**src/rtl/mem_stage_lsu_if.sv**
```systemverilog
`default_nettype none
// ============================================================================
// Module      : mem_stage_lsu_if
// Description : Data-memory request/response bundle used by the MEM stage.
//               The LSU drives the request side (master); the memory drives
//               ready and the response (slave).
// Revision    : 1.0 - initial release
// ============================================================================
interface mem_stage_lsu_if #(
  parameter int XLEN = 32
);
  logic              dmem_req_valid;
  logic              dmem_req_ready;
  logic              dmem_req_we;
  logic [XLEN-1:0]   dmem_addr;
  logic [XLEN-1:0]   dmem_wdata;
  logic [XLEN/8-1:0] dmem_wstrb;
  logic              dmem_rsp_valid;
  logic [XLEN-1:0]   dmem_rsp_rdata;

  modport master (
    output dmem_req_valid, dmem_req_we, dmem_addr, dmem_wdata, dmem_wstrb,
    input  dmem_req_ready, dmem_rsp_valid, dmem_rsp_rdata
  );

  modport slave (
    input  dmem_req_valid, dmem_req_we, dmem_addr, dmem_wdata, dmem_wstrb,
    output dmem_req_ready, dmem_rsp_valid, dmem_rsp_rdata
  );
endinterface
`default_nettype wire

```
**src/rtl/mem_stage_lsu.sv**
```systemverilog
`default_nettype none
// ============================================================================
// Module      : mem_stage_lsu
// Description : Pipeline MEM stage. Issues sized loads/stores over a
//               valid/ready request + response channel, stalls upstream while
//               an access is outstanding, and holds the MEM/WB register.
// Revision    : 1.0 - initial release
// ============================================================================
module mem_stage_lsu #(
  parameter int XLEN   = 32,
  parameter int CTRL_W = 10
) (
  input  logic              clk,
  input  logic              rst_n,
  input  logic [XLEN-1:0]   memPc,
  input  logic [XLEN-1:0]   memAluRes,
  input  logic [XLEN-1:0]   memRegData2,
  input  logic [4:0]        memRd,
  input  logic [CTRL_W-1:0] memCtrlSig,
  output logic              memStall,
  mem_stage_lsu_if.master   dmem,
  output logic [XLEN-1:0]   wbPc,
  output logic [XLEN-1:0]   wbResult,
  output logic [4:0]        wbRd,
  output logic [CTRL_W-1:0] wbCtrlSig,
  output logic              wbValid,
  output logic              wbMisalign
);

  typedef enum logic [1:0] {
    IDLE = 2'd0,
    REQ  = 2'd1,
    WAIT = 2'd2
  } state_t;

  state_t state, state_nxt;

  // control decode
  logic       mem_read, mem_write, unsigned_load, is_mem, bubble, misalign;
  logic [1:0] size;
  logic [1:0] byte_off;

  assign mem_read      = memCtrlSig[2];
  assign mem_write     = memCtrlSig[3];
  assign size          = memCtrlSig[5:4];
  assign unsigned_load = memCtrlSig[6];
  assign is_mem        = mem_read | mem_write;
  assign bubble        = (memCtrlSig == '0);
  assign byte_off      = memAluRes[1:0];
  // size 2'b11 is reserved and handled as a word access
  assign misalign      = is_mem && (((size == 2'b01) && byte_off[0]) ||
                                    (size[1] && (byte_off != 2'b00)));

  // store lane replication, strobes and load extraction
  logic [XLEN-1:0] store_data, shifted, load_data;
  logic [3:0]      store_strb;

  // build write data/strobes and the sign/zero-extended load value
  always_comb begin
    store_data = memRegData2;
    store_strb = 4'hF;
    shifted    = dmem.dmem_rsp_rdata >> {byte_off, 3'b000};
    load_data  = shifted;
    case (size)
      2'b00: begin
        store_data = {4{memRegData2[7:0]}};
        store_strb = 4'b0001 << byte_off;
        load_data  = unsigned_load ? {24'h0, shifted[7:0]}
                                   : {{24{shifted[7]}}, shifted[7:0]};
      end
      2'b01: begin
        store_data = {2{memRegData2[15:0]}};
        store_strb = 4'b0011 << {byte_off[1], 1'b0};
        load_data  = unsigned_load ? {16'h0, shifted[15:0]}
                                   : {{16{shifted[15]}}, shifted[15:0]};
      end
      default: begin
        store_data = memRegData2;
        store_strb = 4'hF;
        load_data  = shifted;
      end
    endcase
  end

  // request channel is driven straight from the held EX/MEM inputs
  assign dmem.dmem_req_valid = (state == REQ);
  assign dmem.dmem_req_we    = mem_write;
  assign dmem.dmem_addr      = {memAluRes[XLEN-1:2], 2'b00};
  assign dmem.dmem_wdata     = store_data;
  assign dmem.dmem_wstrb     = mem_write ? store_strb : 4'h0;

  // MEM/WB next values; anything not explicitly loaded is a bubble
  logic [XLEN-1:0]   pc_nxt, result_nxt;
  logic [4:0]        rd_nxt;
  logic [CTRL_W-1:0] ctrl_nxt;
  logic              valid_nxt, misalign_nxt;

  // next-state, stall and MEM/WB load selection
  always_comb begin
    state_nxt    = state;
    memStall     = 1'b0;
    pc_nxt       = '0;
    result_nxt   = '0;
    rd_nxt       = '0;
    ctrl_nxt     = '0;
    valid_nxt    = 1'b0;
    misalign_nxt = 1'b0;
    case (state)
      IDLE: begin
        if (is_mem && !misalign) begin
          memStall  = 1'b1;
          state_nxt = REQ;
        end else begin
          // non-memory op, bubble, or a misaligned access that is retired
          // without touching memory and with regWrite suppressed
          pc_nxt       = memPc;
          result_nxt   = memAluRes;
          rd_nxt       = memRd;
          ctrl_nxt     = misalign ? {memCtrlSig[CTRL_W-1:1], 1'b0} : memCtrlSig;
          valid_nxt    = !bubble;
          misalign_nxt = misalign;
        end
      end
      REQ: begin
        memStall = 1'b1;
        if (dmem.dmem_req_ready) state_nxt = WAIT;
      end
      WAIT: begin
        if (dmem.dmem_rsp_valid) begin
          state_nxt  = IDLE;
          pc_nxt     = memPc;
          result_nxt = mem_read ? load_data : memAluRes;
          rd_nxt     = memRd;
          ctrl_nxt   = memCtrlSig;
          valid_nxt  = 1'b1;
        end else begin
          memStall = 1'b1;
        end
      end
      default: state_nxt = IDLE;
    endcase
  end

  // FSM state register
  always_ff @(posedge clk or negedge rst_n) begin
    if (!rst_n) state <= IDLE;
    else        state <= state_nxt;
  end

  // MEM/WB pipeline register
  always_ff @(posedge clk or negedge rst_n) begin
    if (!rst_n) begin
      wbPc       <= '0;
      wbResult   <= '0;
      wbRd       <= '0;
      wbCtrlSig  <= '0;
      wbValid    <= 1'b0;
      wbMisalign <= 1'b0;
    end else begin
      wbPc       <= pc_nxt;
      wbResult   <= result_nxt;
      wbRd       <= rd_nxt;
      wbCtrlSig  <= ctrl_nxt;
      wbValid    <= valid_nxt;
      wbMisalign <= misalign_nxt;
    end
  end

endmodule
`default_nettype wire

```
**src/flat_wrapper.sv**
```systemverilog
// flat-port wrapper written by rule: the top's interface ports become plain ports
module mem_stage_lsu_flat 
#(
  parameter int XLEN   = 32,
  parameter int CTRL_W = 10
)
  (clk, rst_n, memPc, memAluRes, memRegData2, memRd, memCtrlSig, memStall, wbPc, wbResult, wbRd, wbCtrlSig, wbValid, wbMisalign, dmem_dmem_req_valid, dmem_dmem_req_we, dmem_dmem_addr, dmem_dmem_wdata, dmem_dmem_wstrb, dmem_dmem_req_ready, dmem_dmem_rsp_valid, dmem_dmem_rsp_rdata);
  mem_stage_lsu_if #(.XLEN(XLEN)) dmem_i ();
  input  logic clk;
  input  logic rst_n;
  input  logic [XLEN-1:0] memPc;
  input  logic [XLEN-1:0] memAluRes;
  input  logic [XLEN-1:0] memRegData2;
  input  logic [4:0] memRd;
  input  logic [CTRL_W-1:0] memCtrlSig;
  output logic memStall;
  output logic [XLEN-1:0] wbPc;
  output logic [XLEN-1:0] wbResult;
  output logic [4:0] wbRd;
  output logic [CTRL_W-1:0] wbCtrlSig;
  output logic wbValid;
  output logic wbMisalign;
  output wire logic [$bits(dmem_i.dmem_req_valid)-1:0] dmem_dmem_req_valid;
  output wire logic [$bits(dmem_i.dmem_req_we)-1:0] dmem_dmem_req_we;
  output wire logic [$bits(dmem_i.dmem_addr)-1:0] dmem_dmem_addr;
  output wire logic [$bits(dmem_i.dmem_wdata)-1:0] dmem_dmem_wdata;
  output wire logic [$bits(dmem_i.dmem_wstrb)-1:0] dmem_dmem_wstrb;
  input wire logic [$bits(dmem_i.dmem_req_ready)-1:0] dmem_dmem_req_ready;
  input wire logic [$bits(dmem_i.dmem_rsp_valid)-1:0] dmem_dmem_rsp_valid;
  input wire logic [$bits(dmem_i.dmem_rsp_rdata)-1:0] dmem_dmem_rsp_rdata;
  assign dmem_dmem_req_valid = dmem_i.dmem_req_valid;
  assign dmem_dmem_req_we = dmem_i.dmem_req_we;
  assign dmem_dmem_addr = dmem_i.dmem_addr;
  assign dmem_dmem_wdata = dmem_i.dmem_wdata;
  assign dmem_dmem_wstrb = dmem_i.dmem_wstrb;
  assign dmem_i.dmem_req_ready = dmem_dmem_req_ready;
  assign dmem_i.dmem_rsp_valid = dmem_dmem_rsp_valid;
  assign dmem_i.dmem_rsp_rdata = dmem_dmem_rsp_rdata;
  mem_stage_lsu #(.XLEN(XLEN), .CTRL_W(CTRL_W)) u_core (.clk(clk), .rst_n(rst_n), .memPc(memPc), .memAluRes(memAluRes), .memRegData2(memRegData2), .memRd(memRd), .memCtrlSig(memCtrlSig), .memStall(memStall), .dmem(dmem_i), .wbPc(wbPc), .wbResult(wbResult), .wbRd(wbRd), .wbCtrlSig(wbCtrlSig), .wbValid(wbValid), .wbMisalign(wbMisalign));
endmodule
```
**config.mk**
```make
export PLATFORM = sky130hd
export DESIGN_NAME = mem_stage_lsu_flat
export DESIGN_NICKNAME = d
export VERILOG_FILES = /design/src/rtl/mem_stage_lsu_if.sv /design/src/rtl/mem_stage_lsu.sv /design/src/flat_wrapper.sv
export SDC_FILE = /design/constraint.sdc
export NUM_CORES = 1
export LEC_CHECK = 0
export BUFFER_PORTS_ARGS = -buffer_cell sky130_fd_sc_hd__buf_2
export CAP_MARGIN = 20
export CORE_AREA = 2 2 116 118
export DETAILED_ROUTE_END_ITERATION = 8
export DIE_AREA = 0 0 118 120
export PLACE_DENSITY = 0.71
export REMOVE_ABC_BUFFERS = 1
export SLEW_MARGIN = 20
export SYNTH_ARGS = -nofsm -noshare
export SYNTH_HDL_FRONTEND = slang
export SYNTH_SLANG_ARGS = --single-unit
```
**constraint.sdc**
```tcl
create_clock -name clk -period 5.2 [get_ports clk]
set_clock_uncertainty 0.1 [all_clocks]
set_input_delay 0.26 -clock clk [delete_from_list [all_inputs] [get_ports clk]]
set_output_delay 0.26 -clock clk [all_outputs]
set_load 0.05 [all_outputs]
```
### Yosys cells after proc, flatten, opt, wreduce, memory -nomap -nowiden

Index checks and enable logic that the tools add are counted.

* register bits after elaboration: 83

* bitwise logic cells: 1
* equal/unequal tests: 6
* muxes and demuxes: 32
* reduce and logical (&&, ||, !) cells: 12
* shift-type cells: 3

Operator list (number)
* one-hot mux 32 bit (2 select lines): 4
* 2-to-1 mux 32 bit: 7
* right shift 32 x 5 -> 32 bit: 1
* 2-to-1 mux 10 bit: 2
* one-hot mux 10 bit (2 select lines): 1
* logical NOT 10 bit: 1
* 2-to-1 mux 5 bit: 2
* one-hot mux 5 bit (2 select lines): 1
* one-hot mux 4 bit (2 select lines): 1
* 2-to-1 mux 1 bit: 7
* 2-to-1 mux 2 bit: 3
* one-hot mux 2 bit (3 select lines): 1
* equality test 2 x 1 -> 1 bit, second input constant: 2
* logical AND 1 bit: 4
* logical NOT 2 bit: 2
* 2-to-1 mux 4 bit: 1
* != test 2 x 1 -> 1 bit, second input constant: 2
* << shifter 1 x 2 -> 4 bit, first input constant: 1
* << shifter 2 x 2 -> 4 bit, first input constant: 1
* one-hot mux 1 bit (3 select lines): 1
* AND reduction 3 bit: 1
* equality test 2 bit, second input constant: 1
* logical NOT 1 bit: 2
* != test 2 bit, second input constant: 1
* other kinds (4): 4

### Depth between registers and ports, before layout

Gate-level depths: netlist (run 1).

* depth after elaboration: 8
* depth in mapped cells: 6

### Least setup slack after synthesis (run 1)

OpenSTA, ideal clock, no wires.

* kind: input -> output
* start point: input port memCtrlSig[4]
* end point: output port dmem_dmem_wdata[24]
* required time: 4840 ps
* arrival time: 2062 ps
* path slack: 2778 ps
* buffers on the path: 2
* cell stages on the path: 4
* cells stage by stage: buf_2 > buf_1 > mux2i_1 > o21ai_0

* cells in the longest elaborated chain, start to end: 2
* elaborated cells between the ends (all ways): 3
* classes of those cells: 1 x eq/ne; 1 x mux; 1 x reduce/logical

Ends and longest elaborated chain
* from (decl): RTL line flat_wrapper.sv:15 `input logic [CTRL_W-1:0] memCtrlSig;`
* equality test 2 x 1 -> 1 bit / logical NOT 2 bit (equally long branches): RTL line mem_stage_lsu.sv:64 `case (size)`
* one-hot mux 32 bit (2 select lines) *: RTL line mem_stage_lsu.sv:64
* to (decl): RTL line flat_wrapper.sv:26 `output wire logic [$bits(dmem_i.dmem_wdata)-1:0] dmem_dmem_wdata;`

Every way passes the cells marked *; elsewhere a longest branch is shown, timed or not.

### Worst setup path in the final report (run 1)

* start point: register u_core.state[0]
* end point: register u_core.wbResult[27]

* cells in the longest elaborated chain, start to end: 2
* elaborated cells between the ends (all ways): 3
* classes of those cells: 1 x eq/ne; 1 x mux; 1 x reduce/logical

Ends and longest elaborated chain
* from (decl): RTL line mem_stage_lsu.sv:36 `state_t state, state_nxt;`
* from (signal assigned): RTL line mem_stage_lsu.sv:147 `else state <= state_nxt;`
* equality test 2 bit / logical NOT 2 bit (equally long branches): RTL line mem_stage_lsu.sv:108 `case (state)`
* one-hot mux 32 bit (2 select lines) *: RTL line mem_stage_lsu.sv:108
* net u_core.result_nxt[27]: RTL line mem_stage_lsu.sv:93 `logic [XLEN-1:0] pc_nxt, result_nxt;`
* to (signal assigned): RTL line mem_stage_lsu.sv:161 `wbResult <= result_nxt;`
* to (decl): RTL line mem_stage_lsu.sv:23 `output logic [XLEN-1:0] wbResult,`

Mark *: on every way through the listed nets, which the timed path passes. The rest lies on a longest branch.
A chain may end at the register's enable or synchronous reset.

==> tab_implementation.tex, run 1 <==
\begin{tabular}{lr}
\hline
Metric & Value \\
\hline
\multicolumn{2}{l}{\textbf{STA}} \\
Setup TNS & 0 ns \\
Post-route clock period utilization & 0.4702 \\
Number of max-slew violations in the final report & 0 \\
Peak clock frequency supported by timing & 409.0 MHz \\
Relative slew margins & 0.3536 \\
Worst Max-Slew Pin Slew & 0.9686 ns \\
Setup violations, final & 0 \\
Final critical-path required period & 2.445 ns \\
PnR worst setup slack & 2.755 ns \\
Setup repair after global routing missed its margin & no \\
Hold Vio Cnt, Final & 0 \\
\multicolumn{2}{l}{\textbf{Worst hold path}} \\
Cell count of the worst hold path & 2 \\
Endpoint of the worst hold path & u\_core.wbPc[25]\$\_DFF\_PN0\_ \\
Kind of path behind the tightest hold check & in2reg \\
Launch instance of the worst min-delay path & memPc[25] \\
\multicolumn{2}{l}{\textbf{Critical path}} \\
Critical Path Source Type & flop \\
Crit Path Category & reg2reg \\
Data required time at the worst endpoint & 5.37 ns \\
Crit end category & flop \\
Flop2flop setup slack & 2.76 ns \\
Endpoint of the most critical register-to-register path & u\_core.wbResult[27]\$\_DFF\_PN0\_ \\
Signal arrival time at the worst endpoint & 2.62 ns \\
Crit Reg-Reg Startpoint & u\_core.state[0]\$\_DFFE\_PN0P\_ \\
Biggest fanout along the worst timing path & 16 \\
Reg2reg path depth & 4 \\
\multicolumn{2}{l}{\textbf{Finish}} \\
Proportion of layout cells with a drive suffix above 1 & 0.5452 \\
Post-layout nets & 773 \\
P\&R area growth vs syn & 38.69\% \\
Filler Cell Count & 1239 \\
Final antenna diode count & 0 \\
\multicolumn{2}{l}{\textbf{Synthesis}} \\
Synthesis warning total & 0 \\
Flops \& latches, synth & 83 \\
Library cells used by synthesis & 43 \\
Post-synthesis cell count & 381 \\
Commonest register cell after synthesis & dfrtp\_1 \\
Post-synthesis instance area & 4217 um\^{}2 \\
Post-synth EDFFs & 0 \\
Async SR Flop Fraction & 1.000 \\
Average cell area after synthesis & 11.07 um\^{}2 \\
Fraction of the yosys area taken by sequential cells & 0.4926 \\
\multicolumn{2}{l}{\textbf{Floorplan}} \\
Die area & 14160 um\^{}2 \\
Width of the chip & 118 um \\
Effective utilization at floorplan & 0.3249 \\
Die extent in y & 120 um \\
Area of the core & 12980 um\^{}2 \\
Placement Rows & 42 \\
Number of ports placed on the die boundary & 299 \\
\multicolumn{2}{l}{\textbf{Clocking}} \\
PostCTS Resize Cnt & 0 \\
Max clock buf depth & 2 \\
TritonCTS sink count & 83 \\
CTS tree & yes \\
H-tree Lvls & 3 \\
Post-CTS setup buffer count & 0 \\
Clock Latency Late Sink & 0.33 ns \\
Count of hold-fix buffers inserted at cts & 1 \\
CTS clk-pin slew, worst paths & 0.07 ns \\
Clock tree root buffer cell & clkbuf\_16 \\
Total clock buffers created by CTS & 9 \\
\multicolumn{2}{l}{\textbf{Pwr}} \\
Power Density & 445.5 nW/um\^{}2 \\
Total power draw & 2.605 mW \\
Pleak & 3.255 nW \\
Worst-case vdd ir drop & 0.0001313 V \\
\multicolumn{2}{l}{\textbf{Placed design}} \\
DPL Wire Length & 10400 um \\
IO buf count & 296 \\
Final estimated routing congestion in global placement & 0.8672 \\
Pre-CTS setup slack & 2.599 ns \\
\multicolumn{2}{l}{\textbf{Drt}} \\
Sum of routed wire length over all layers & 13420 um \\
Residual DRC & 0 \\
Antenna-violating nets left & 0 \\
Average vias per placed instance & 4.777 \\
Average detailed-routed wire length per instance & 16.62 um \\
Drt initial violations & 287 \\
First drt pass iteration count & 5 \\
Via count & 3855 \\
\multicolumn{2}{l}{\textbf{GRT}} \\
Vias in the first global route & 3812 \\
First-pass GRT wire length & 20180 um \\
Overall global routing resource usage & 0.1841 \\
Pin count of the biggest net entering global routing & 63 \\
Initial antenna violation count & 0 \\
Global-route congestion overflow total & 0 \\
\multicolumn{2}{l}{\textbf{Status}} \\
Result of the run & complete, no violations \\
\multicolumn{2}{l}{\textbf{Run}} \\
Count of max-cap constraint violations & 0 \\
\hline
\end{tabular}
-- Yosys cell counts, types with 3 or more instances --
cell type | count | area (um^2)
and2_1 | 46 | 287.8
a21oi_1 | 12 | 60.06
mux2i_1 | 31 | 310.3
a211o_1 | 9 | 78.83
o31ai_1 | 3 | 22.52
a22o_1 | 9 | 78.83
buf_4 | 41 | 307.8
nor2_1 | 16 | 60.06
a221o_1 | 6 | 60.06
clkbuf_2 | 4 | 20.02
buf_2 | 10 | 50.05
inv_1 | 4 | 15.01
nand2_1 | 22 | 82.58
a32o_1 | 6 | 60.06
mux2_2 | 19 | 214.0
nor2b_1 | 4 | 25.02
clkbuf_1 | 9 | 33.78
o21ai_0 | 16 | 80.08
dfrtp_1 | 83 | 2077
-- final cells by class --
class / instances / area (um^2) / area share
sequential: 83 / 2077 / 0.3552
multi-input combinational: 228 / 1693 / 0.2895
timing repair buffer: 300 / 1524 / 0.2606
clock buffer: 9 / 225.2 / 0.03851
tap: 176 / 220.2 / 0.03766
clock inverter: 7 / 93.84 / 0.01605
inverter: 4 / 15.01 / 0.002567
-- per-stage QoR --
stage | cells | cell area [um^2] | util | hold WS (ns)
finish | 807 | 5848 | 0.4505 | 0.02820
global route | 807 | 5848 | 0.4505 | 0.01512
CTS | 807 | 5848 | 0.4505 | 0.01492
detailed placement | 790 | 5519 | 0.4252 | 0.06552
global placement | 789 | 5504 | 0.4240 | 0.05732
floorplan | 315 | 3782 | - | -0.1356
-- routing by layer --
metal / global-route usage / vias up / share of wire
met5: 0 / - / 0
met4: 0.05873 / 0 / 0.017
met3: 0.04373 / 16 / 0.076
met2: 0.3205 / 244 / 0.51
met1: 0.2252 / 1818 / 0.39
li1: - / 1777 / -
-- worst max path at each step --
stage / slack [ns] / cells past startpoint / endpoint / startpoint
3_3_place_gp: 2.44 / 5 / u_core.wbPc[31]$_DFF_PN0_ / memAluRes[0]
2_1_floorplan: 3.03 / 2 / memStall / u_core.state[1]$_DFFE_PN0P_
5_1_grt: 2.61 / 4 / u_core.wbResult[25]$_DFF_PN0_ / u_core.state[0]$_DFFE_PN0P_
4_1_cts: 2.74 / 4 / dmem_dmem_wdata[15] / memCtrlSig[5]
6_report: 2.76 / 4 / u_core.wbResult[27]$_DFF_PN0_ / u_core.state[0]$_DFFE_PN0P_
3_5_place_dp: 2.60 / 6 / u_core.wbRd[3]$_DFF_PN0_ / memAluRes[0]
-- sequential cells by signal, indices dropped and copies added, names as in the netlist --
| signal | flops |
|---|---|
| u_core.state | 2 |
| u_core.wbCtrlSig | 10 |
| u_core.wbResult | 32 |
| u_core.wbPc | 32 |
| u_core.wbMisalign | 1 |
| u_core.wbRd | 5 |
| u_core.wbValid | 1 |
-- logic make-up (layout without fill, tap and decap cells) --
kind of cell,Yosys count,after routing,synth area share
mux,51,51,0.1297
buf+inv,71,320,0.1074
flops,83,83,0.4926
compound gates,76,76,0.1424
simple gates,99,99,0.1270
other cells,1,2,0.0008894
-- cell usage in the layout (no fill, tap or decap), types with 2 or more instances in the layout --
cell type,synthesis,routed
o31ai_1,3,3
clkbuf_16,0,9
a311o_1,2,2
nor4_1,2,2
buf_4,41,3
inv_1,4,4
nor2_1,16,15
a221o_1,6,6
conb_1,1,2
nand2b_1,2,2
mux2_2,19,19
and2_1,46,46
a32o_1,6,6
nor2b_1,4,4
inv_8,0,2
o21ai_0,16,16
a211o_1,9,9
nand2_1,22,22
a211oi_4,2,2
a221o_2,2,2
inv_6,0,2
buf_2,10,295
mux2i_1,31,31
dfrtp_1,83,83
a21oi_1,12,12
a22o_1,9,9
o21a_1,2,2
-- where the power goes --
group / internal, mW / switching (mW)
sequential: 0.768 / 0.0457
combinational: 0.280 / 0.843
clock: 0.386 / 0.283
total: 1.43 / 1.17
-- worst max-delay path, stage by stage (launching register included) --
cell and delay [ns]:
dfrtp_1 0.54, and4b_1 0.66, o31ai_1 0.22, a211oi_4 0.65, a221o_2 0.22
(Power assumes the default switching activity.)
==> inputs of run 2 (changes only) <==
CORE_AREA = 2 2 117 119   (was 2 2 116 118)
DIE_AREA = 0 0 119 121   (was 0 0 118 120)
PLACE_DENSITY = 0.73   (was 0.71)
clock period = 2.08 ns   (was 5.2 ns; I/O delays follow)
==> tab_implementation.tex, run 2 (synthesis gave the netlist of run 1 again) <==
\begin{tabular}{lr}
\hline
Metric & Value \\
\hline
\multicolumn{2}{l}{\textbf{Status}} \\
Result of the run & complete, no violations \\
\multicolumn{2}{l}{\textbf{STA}} \\
Number of max-slew violations in the final report & 0 (unchanged) \\
Final critical-path required period & 1.965 ns (-0.4795 ns) \\
Setup violations, final & 0 (unchanged) \\
Worst Max-Slew Pin Slew & 0.7561 ns (-0.2124 ns) \\
Setup repair after global routing missed its margin & no \\
PnR worst setup slack & 0.1147 ns (-2.640 ns) \\
Peak clock frequency supported by timing & 508.8 MHz (+24\%) \\
Post-route clock period utilization & 0.9449 (+0.4747) \\
Relative slew margins & 0.4943 (+0.1407) \\
Hold Vio Cnt, Final & 0 (unchanged) \\
Setup TNS & 0 ns (unchanged) \\
\multicolumn{2}{l}{\textbf{Clocking}} \\
Clock Latency Late Sink & 0.33 ns (about the same) \\
CTS tree & yes \\
Max clock buf depth & 2 (unchanged) \\
PostCTS Resize Cnt & 0 (unchanged) \\
Clock tree root buffer cell & clkbuf\_16 \\
H-tree Lvls & 3 (unchanged) \\
CTS clk-pin slew, worst paths & 0.06 ns (about the same) \\
TritonCTS sink count & 83 (unchanged) \\
Total clock buffers created by CTS & 9 (unchanged) \\
\multicolumn{2}{l}{\textbf{Drt}} \\
Sum of routed wire length over all layers & 15380 um (+15\%) \\
Average detailed-routed wire length per instance & 17.07 um (+2.7\%) \\
First drt pass iteration count & 4 (-1) \\
Average vias per placed instance & 4.724 (-1.1\%) \\
Antenna-violating nets left & 0 (unchanged) \\
Drt initial violations & 193 (-33\%) \\
Via count & 4256 (+10\%) \\
Residual DRC & 0 (unchanged) \\
\multicolumn{2}{l}{\textbf{Finish}} \\
Fin cells & 901 (+12\%) \\
Proportion of layout cells with a drive suffix above 1 & 0.4890 (-0.05622) \\
Post-layout nets & 867 (+12\%) \\
P\&R area growth vs syn & 61.07\% \\
Fin util & 0.5190 (+0.06848) \\
Filler Cell Count & 1156 (-6.7\%) \\
Largest registers & u\_core.wbPc: 32 flops, u\_core.wbResult: 32 flops, u\_core.wbCtrlSig: 10 flops \\
Top library cells by usage in the layout, fill and taps aside & 295 x buf\_2, 84 x dlygate4sd3\_1, 83 x dfrtp\_1 \\
Most common cell after layout, fill and taps aside & buf\_2 \\
\multicolumn{2}{l}{\textbf{GRT}} \\
Pin count of the biggest net entering global routing & 47 (-25\%) \\
Vias in the first global route & 4311 (+13\%) \\
Global-route congestion overflow total & 0 (unchanged) \\
Initial antenna violation count & 1 (+1) \\
Overall global routing resource usage & 0.2087 (+0.02460) \\
First-pass GRT wire length & 22960 um (+14\%) \\
\multicolumn{2}{l}{\textbf{Pwr}} \\
Worst-case vdd ir drop & 0.0003750 V (+190\%) \\
Net Sw Frac & 0.4294 (-0.02015) \\
Net switching power of the design & 2.894 mW (+150\%) \\
Share of power burned in combinational logic & 0.449 (+0.018) \\
Portion of total power attributed to sequential cells & 0.300 (-0.012) \\
Internal portion of total power & 3.846 mW (+170\%) \\
Pleak & 3.669 nW (+13\%) \\
Clock group share of total power & 0.251 (-0.006) \\
Power Density & 992.4 nW/um\^{}2 (+120\%) \\
\multicolumn{2}{l}{\textbf{Placed design}} \\
Pre-CTS setup slack & 0.1397 ns (-2.460 ns) \\
Final estimated routing congestion in global placement & 0.8467 (-2.4\%) \\
DPL Wire Length & 11120 um (+6.9\%) \\
Count of placed standard cells including taps & 801 (+1.4\%) \\
IO buf count & 296 (unchanged) \\
\multicolumn{2}{l}{\textbf{Critical path}} \\
Crit end category & flop \\
Biggest fanout along the worst timing path & 10 (-6) \\
Critical Path Source Type & flop \\
Signal arrival time at the worst endpoint & 2.14 ns (-0.48 ns) \\
Data required time at the worst endpoint & 2.25 ns (-3.12 ns) \\
Crit Path Category & reg2reg \\
\multicolumn{2}{l}{\textbf{Floorplan}} \\
Effective utilization at floorplan & 0.3222 (-0.002609) \\
Placement Rows & 42 (unchanged) \\
Width of the chip & 119 um (+0.85\%) \\
Die area & 14400 um\^{}2 (+1.7\%) \\
Number of ports placed on the die boundary & 299 (unchanged) \\
Die extent in y & 121 um (+0.83\%) \\
Area of the core & 13090 um\^{}2 (+0.81\%) \\
\multicolumn{2}{l}{\textbf{Worst hold path}} \\
Kind of path behind the tightest hold check & in2reg \\
\multicolumn{2}{l}{\textbf{Run}} \\
Count of max-cap constraint violations & 0 (unchanged) \\
\hline
\end{tabular}
## run 2: changes by cell type in the layout (fill, tap and decap cells not counted), sizes merged
cell	change
buf	+11
bufinv	+1
clkbuf	+1
clkinv	+1
diode	+1
dlygate4sd3	+83
inv	-4
## run 2: worst max-delay path: stages (launching register included)
cell and delay [ns]:
dfrtp_1 0.50, and4b_1 0.30, buf_4 0.16, nand3_2 0.08, nor2_1 0.48, a221o_2 0.27
## run 2: layer usage
layer  wire [um]  vias up  global-route usage
li1            -     1972                   -
met1        5634     2013              0.2263
met2        8265      236              0.3869
met3        1037       35             0.04558
met4         447        0             0.09598
met5           0        -                   0
## run 2: path summary, 6_finish.rpt
check / start / end / slack, ns / cells past startpoint
max in group asynchronous: rst_n / u_core.wbCtrlSig[0]$_DFF_PN0_ / 1.09 / 3
max reg2reg: u_core.state[1]$_DFFE_PN0P_ / u_core.wbResult[27]$_DFF_PN0_ / 0.11 / 5
min in group asynchronous: rst_n / u_core.wbPc[14]$_DFF_PN0_ / 0.18 / 2
max: u_core.state[1]$_DFFE_PN0P_ / u_core.wbResult[27]$_DFF_PN0_ / 0.11 / 5
min reg2reg: u_core.state[1]$_DFFE_PN0P_ / u_core.state[0]$_DFFE_PN0P_ / 0.53 / 1
min: dmem_dmem_rsp_rdata[31] / u_core.wbResult[31]$_DFF_PN0_ / 0.03 / 2
## run 2: area by class of cell
| class | count | area (um^2) | area share |
|---|---|---|---|
| flip-flops and latches | 83 | 2077 | 0.3058 |
| clock buffers | 10 | 239.0 | 0.03519 |
| diodes | 1 | 2.502 | 0.0003685 |
| inverters | 4 | 15.01 | 0.002211 |
| repair buffers | 394 | 2467 | 0.3633 |
| well taps | 176 | 220.2 | 0.03242 |
| multi-input cells | 228 | 1693 | 0.2493 |
| clock inverters | 5 | 77.57 | 0.01142 |
## run 2: power groups by stage
stage               clock network [mW]  logic (mW)  registers, mW
finish                            1.69        3.02           2.02
global placement                     0        2.88           2.04
CTS                               1.72        3.02           2.02
detailed placement                   0        2.89           2.05
floorplan                            0       0.726           3.16
global route                      1.79        3.16           2.05
## run 2: repair_timing
| item | CTS | global route |
|---|---|---|
| hold buffers | 84 | 0 |
| endpoints found under the hold margin | 113 | 0 |
| setup buffers | 0 | 0 |
## run 2: per-stage QoR
step | total power, mW | instance area, um^2 | hold slack [ns]
CTS | 6.773 | 6789 | 0.0006080
finish | 6.740 | 6792 | 0.02812
detailed placement | 4.945 | 5632 | -0.003154
global placement | 4.918 | 5632 | -0.001112
global route | 7.001 | 6789 | 0.02470
floorplan | 3.883 | 3782 | -0.2916
